==> src/rtl/fetch_pc_unit.sv <==
// Instruction-fetch PC/nPC unit for a MIPS-style delayed-branch pipeline.
// Optional advancing-fetch counter is compiled in with FETCH_COUNT_EN.
module fetch_pc_unit #(
  parameter int unsigned ADDR_W   = 9,
  parameter logic [31:0] RESET_PC = 32'h0000_0000
) (
  input  logic              Clk,
  input  logic              Reset,
  input  logic              LE,
  input  logic              Branch_Taken,
  input  logic [31:0]       Branch_Target,
  output logic [ADDR_W-1:0] Instr_Addr,
  output logic [31:0]       PC_out,
  output logic [31:0]       nPC_out,
  output logic [31:0]       PC_plus8,
  output logic              Fetch_Valid,
`ifdef FETCH_COUNT_EN
  output logic [31:0]       Fetch_Count,
`endif
  output logic              Redirect_Pending
);

  localparam int unsigned XLEN = 32;

  typedef enum logic [1:0] {
    ST_BOOT  = 2'd0,
    ST_RUN   = 2'd1,
    ST_STALL = 2'd2
  } state_e;

  state_e            state_q, state_d;
  logic [XLEN-1:0]   pc_q, pc_d;
  logic [XLEN-1:0]   npc_q, npc_d;
  logic [XLEN-1:0]   pend_q, pend_d;
  logic              pend_vld_q, pend_vld_d;
  logic              fetch_valid_q, fetch_valid_d;
  logic [XLEN-1:0]   ta_c;
  logic [XLEN-1:0]   npc_inc_c;

  assign ta_c      = Branch_Target & ~XLEN'(3);
  assign npc_inc_c = npc_q + XLEN'(4);

  // Next-state: BOOT idles one cycle, RUN advances or enters STALL, STALL parks a redirect.
  always_comb begin
    state_d       = state_q;
    pc_d          = pc_q;
    npc_d         = npc_q;
    pend_d        = pend_q;
    pend_vld_d    = pend_vld_q;
    case (state_q)
      ST_BOOT: begin
        state_d = ST_RUN;
      end
      ST_RUN: begin
        if (LE) begin
          pc_d  = npc_q;
          npc_d = Branch_Taken ? ta_c : npc_inc_c;
        end else begin
          state_d = ST_STALL;
          if (Branch_Taken) begin
            pend_d     = ta_c;
            pend_vld_d = 1'b1;
          end
        end
      end
      ST_STALL: begin
        if (LE) begin
          state_d    = ST_RUN;
          pc_d       = npc_q;
          pend_vld_d = 1'b0;
          if (Branch_Taken)    npc_d = ta_c;
          else if (pend_vld_q) npc_d = pend_q;
          else                 npc_d = npc_inc_c;
        end else if (Branch_Taken) begin
          pend_d     = ta_c;
          pend_vld_d = 1'b1;
        end
      end
      default: begin
        state_d = ST_BOOT;
      end
    endcase
    fetch_valid_d = (state_d != ST_BOOT);
  end

  always_ff @(posedge Clk or negedge Reset) begin
    if (!Reset) begin
      state_q       <= ST_BOOT;
      pc_q          <= RESET_PC;
      npc_q         <= RESET_PC + XLEN'(4);
      pend_q        <= '0;
      pend_vld_q    <= 1'b0;
      fetch_valid_q <= 1'b0;
    end else begin
      state_q       <= state_d;
      pc_q          <= pc_d;
      npc_q         <= npc_d;
      pend_q        <= pend_d;
      pend_vld_q    <= pend_vld_d;
      fetch_valid_q <= fetch_valid_d;
    end
  end

`ifdef FETCH_COUNT_EN
  logic [XLEN-1:0] cnt_q, cnt_d;

  // Counts each edge on which the PC actually advances.
  always_comb begin
    cnt_d = cnt_q;
    if ((state_q != ST_BOOT) && LE) cnt_d = cnt_q + XLEN'(1);
  end

  always_ff @(posedge Clk or negedge Reset) begin
    if (!Reset) cnt_q <= '0;
    else        cnt_q <= cnt_d;
  end

  assign Fetch_Count = cnt_q;
`endif

  assign Instr_Addr       = pc_q[ADDR_W-1:0];
  assign PC_out           = pc_q;
  assign nPC_out          = npc_q;
  assign PC_plus8         = pc_q + XLEN'(8);
  assign Fetch_Valid      = fetch_valid_q;
  assign Redirect_Pending = pend_vld_q;

endmodule

==> config.mk <==
export PLATFORM = sky130hd
export DESIGN_NAME = fetch_pc_unit
export DESIGN_NICKNAME = d
export VERILOG_FILES = /design/src/rtl/fetch_pc_unit.sv
export SDC_FILE = /design/constraint.sdc
export NUM_CORES = 1
export LEC_CHECK = 0
export CORE_MARGIN = 2
export CORE_UTILIZATION = 53
export CTS_BUF_LIST = sky130_fd_sc_hd__clkbuf_4
export DETAILED_ROUTE_END_ITERATION = 8
export HOLD_SLACK_MARGIN = 0.1
export PLACE_DENSITY = 0.94
export SLEW_MARGIN = 20
export SYNTH_ARGS = -nofsm -noshare
export SYNTH_HDL_FRONTEND = slang
export SYNTH_SLANG_ARGS = --single-unit
==> constraint.sdc <==
create_clock -name Clk -period 3.34 [get_ports Clk]
set_input_delay 0.334 -clock Clk [delete_from_list [all_inputs] [get_ports Clk]]
set_output_delay 0.334 -clock Clk [all_outputs]
set_load 0.02 [all_outputs]
**Word-level counts from Yosys, hierarchy flattened**

Index checks and enable logic that the tools add are counted.

- Equality and inequality tests: 5
- Bitwise logic cells: 1
- Reductions and logical operators: 8
- Add/sub/neg operators: 2
- Muxes and demuxes: 13

Operators with widths:

| cell | number |
|---|---|
| $mux 32 | 5 |
| $pmux 32 s2 | 1 |
| $add 32x3->32 const B | 1 |
| $add 32x4->32 const B | 1 |
| $ne 2x2->1 const B | 3 |
| $pmux 2 s3 | 1 |
| $reduce_and 3->1 | 2 |
| $mux 2 | 2 |
| $reduce_and 2->1 | 2 |
| $reduce_bool 2->1 | 2 |
| $mux 1 | 3 |
| $eq 2x1->1 const B | 1 |
| $eq 2x2->1 const B | 1 |
| $logic_not 2->1 | 1 |
| $pmux 1 s2 | 1 |
| $reduce_or 2->1 | 1 |
| $not 1->1 | 1 |

- Word-level logic and storage cells: 35
- Output and inout port bits: 107
- Flip-flop bits (word level): 98
- Input port bits: 36

**Depth between registers and ports, before layout**

- Depth after elaboration: 5
- Depth in mapped cells: 9
- Gate-level depth less buffers: 7

**Worst setup path before layout**

Ideal clock, no wire load.

- Path kind: register to output
- Start point: reg pc_q[3] (netlist: PC_out[3])
- End point: out PC_plus8[15]
- Arrival time: 1.970 ns
- Cell stages (with the launch flop): 8
- Buffers on the path: 1
- Data required time: 3.006 ns
- Path slack: 1.036 ns
- Cells stage by stage: dfrtp_1 > ha_1 > and4_1 > and3_1 > clkbuf_1 > and2_1 > and3_1 > xor2_1

- Cells in the longest elaborated chain, start to end: 1

RTL lines:

| what | line | source |
|---|---|---|
| start: declaration | 32 | `logic [XLEN-1:0] pc_q, pc_d;` |
| start signal: assignment | 96 | `pc_q <= pc_d;` |
| $add 32x4->32 | 124 | `assign PC_plus8 = pc_q + XLEN'(8);` |
| end: declaration | 15 | `output logic [31:0] PC_plus8,` |

No other way between the ends.

**Final worst setup path**

- Start point: reg pc_q[4] (netlist: PC_out[4])
- End point: out PC_plus8[15]

The elaborated chain is that of the path after synthesis.

==> results.md <==
* Synth top area cells: dfrtp_1, mux2_2, o21ai_0
* Proportion of layout cells with a drive suffix above 1 at between 10% and 20%
* PwrDens at 955 nW/um^2
* Post-synth EDFFs at 0
* Critical path launch point: PC_out[4]$_DFFE_PN0P_
* Switching Share at 42.9%
* Number of top-level pins at ~140
* TritonCTS Sinks at 94
* Switch Pwr at 2.84 mW
* Outcome: complete, no violations
* Vias per Instance at about 6
* Placer Congestion at 0.841
* Tot GR Track Use at 26.6%
* Worst path max stage delay at 0.63 ns
* Vias at 4,836
* P_leak at 2.87 nW
* Share of the synthesized area in the top cell type at 43.3%
* Crit end category: output pin
* Fraction of registers with async set/reset at 100%
* Register area share after synthesis at a little over two fifths
* Routed Antenna Nets at 0
* DP HPWL at 10.8 mm
* Global-route wire length before repair at roughly 23 mm
* Die Y at 105 um
* Crit path max fanout at 6
* Final wirelength at around 15 mm
* Core area at 9820 um^2
* Logic pwr share at ~52%
* Finished Core Util at 70.7%
* Pin count of the biggest net entering global routing at 50
* H-tree levels at 3
* Sum of negative setup slack at 0 ns
* Synth Cell Area at between 5000 and 6000 um^2
* Vias in the first global route at approximately 4,700
* Residual DRC at 0
* Max Buffers Root-to-Sink at 2
* Critical path class: reg2out
* Post-route cell area at 6940 um^2
* Mean Syn Cell Area at 9.76 um^2
* CP Cell Sequence: ha_1 > and4_1 > and3_2 > and2_1 > and3_1 > xor2_1 > clkdlybuf4s50_1
* Warning count from the yosys run at 0
* CTS tree: built
* Worst hold path class: in2async
* Slowest-stage cell, CP: clkdlybuf4s50_1
* Slew of the pin with the lowest slew margin at 0.819 ns
* Synthesized flop and latch total at 94
* Setup crit start kind: register
* Setup violators final at 0
* VDD IR max at 0.000442 V
* CTS Buf Count at 9
* Root Driver: clkbuf_4
* Most frequent cells in the layout: clkdlybuf4s50_1, dfrtp_1, mux2_2
* Synth area leader: dfrtp_1
* Die area at roughly 11,000 um^2
* Rows at 36
* Max_slew headroom at around 45%
* Reg power frac at 36.6%
* Final Cycle Share at roughly 94%
* Commonest non-fill, non-tap cell in the layout: clkdlybuf4s50_1
* Total internal power at 3.79 mW
* RSZ-0062 raised after global routing: false
* MaxCap Viol Count at 0
* Crit path time final at 3.14 ns
* Arrival @ worst endpoint at about 2.8 ns
* Total gr overflow at 0
* Setup bufs post-CTS at 0
* Final Max Tran Viols at 0
* RR Startpoint: state_q[0]$_DFF_PN0_
* Clock-pin transition on the worst setup and hold timing paths at 0.14 ns
* Starting density of the core at 54.7%
* Req. time, crit path at 3.01 ns
* Antenna violations before repair at 1
* Clk pwr share at ~12%
* Main flop type after synthesis: dfrtp_1
* Die W at 105 um
* PortBufs at 132
* Area Growth Syn to Fin at 29.3%
* Clock Skew at 0.0213 ns
* Count of cell types in the netlist at 53
* Max frequency at 318 MHz
* Dpl cell area at approximately 6700 um^2
* Mapped Cells at 550
* Nets at 707
* Routed len/inst at 18.2 um
* Fin. Hold Viols at 0
* First DRT Iteration DRCs at roughly 400
* DRT Pass-1 Iters at 5
* Clock Latency Late Sink at 0.47 ns
## worst max-delay path: cells and delay by family, from the launching register on
family / cells / cell delay [ns]
XOR/XNOR: 1 / 0.17
flip-flops: 1 / 0.46
AND/OR/NAND/NOR: 4 / 0.85
buffers and inverters: 1 / 0.63
adder cells (fa/ha/maj): 1 / 0.24
## Yosys cell counts (9+ instances only)
cell and number:
a21oi_1 35, o21ai_0 43, mux2_2 58, clkbuf_1 27, nand2_1 49, buf_4 18, nor2_1 37, nand4_1 15
and3_1 23, dfrtp_1 93, inv_1 13, xor2_1 17, a31oi_1 9, nand3_1 15, xnor2_1 19
## sequential cells by signal (all words and copies together), names as in the netlist
signal and flops:
PC_out 30, nPC_out 30, pend_q 30, state_q 2, Fetch_Valid 1, Redirect_Pending 1
## power by group through the flow
stage	sequential [mW]	combinational (mW)	clock (mW)
after floorplan	2.62	1.63	0
after detailed placement	2.43	3.43	0
after CTS	2.40	3.45	0.787
final	2.42	3.44	0.768
after global placement	2.35	3.29	0
after global routing	2.49	3.65	0.824
## worst paths after layout
kind                       slack, ns  cells past startpoint                      to
min in group Clk                0.50                      2  pend_q[16]$_DFFE_PN0P_
max reg2reg                     0.77                      7  nPC_out[9]$_DFFE_PN0P_
min reg2reg                     0.52                      1  pend_q[19]$_DFFE_PN0P_
max in group asynchronous       2.24                      3  nPC_out[2]$_DFFE_PN1P_
min                             0.41                      2  nPC_out[6]$_DFFE_PN0P_
max                             0.20                      7            PC_plus8[15]
## per-stage QoR
stage	power [mW]	hold WS [ns]	setup WS, ns	std cells
final	6.63	0.415	0.197	803
after global routing	6.97	0.447	0.0375	803
after CTS	6.63	0.401	0.0798	802
after global placement	5.64	0.478	0.735	784
after detailed placement	5.86	0.365	0.622	785
after floorplan	4.25	0.0384	1.04	557
## layer usage
layer	up-vias	part of all wire, %	global-route usage [%]
met5	-	0	0
met4	0	2.9	12.9
met3	42	8.0	5.49
met2	277	50	44.5
met1	2333	39	33.1
li1	2184	-	-
## final cells by class
cell class / instances / area [um^2]
fill: 688 / 2880
multi-input combinational: 402 / 2750
sequential: 94 / 2350
timing repair buffer: 144 / 1430
tap: 133 / 166
clock inverter: 7 / 120
clock buffer: 9 / 67.6
inverter: 13 / 48.8
antenna: 1 / 2.50
## kinds of logic (layout without fill, tap and decap cells)
logic type	after synthesis	after routing	share of synthesized area, %
AO/OA/AOI/OAI	126	126	14.3
XOR/XNOR	36	36	5.87
adder cells (fa/ha/maj)	7	7	1.63
buffers and inverters	61	173	5.55
flip-flops	94	94	43.8
multiplexers	58	58	12.2
other	1	9	0.0698
AND/OR/NAND/NOR	167	167	16.5
## repair_timing
item / in CTS / in global routing
resized for setup: 0 / 2
hold endpoints to repair: 45 / 0
setup endpoints to repair: 0 / 2
hold buffers: 1 / 0
(Power assumes the default switching activity.)
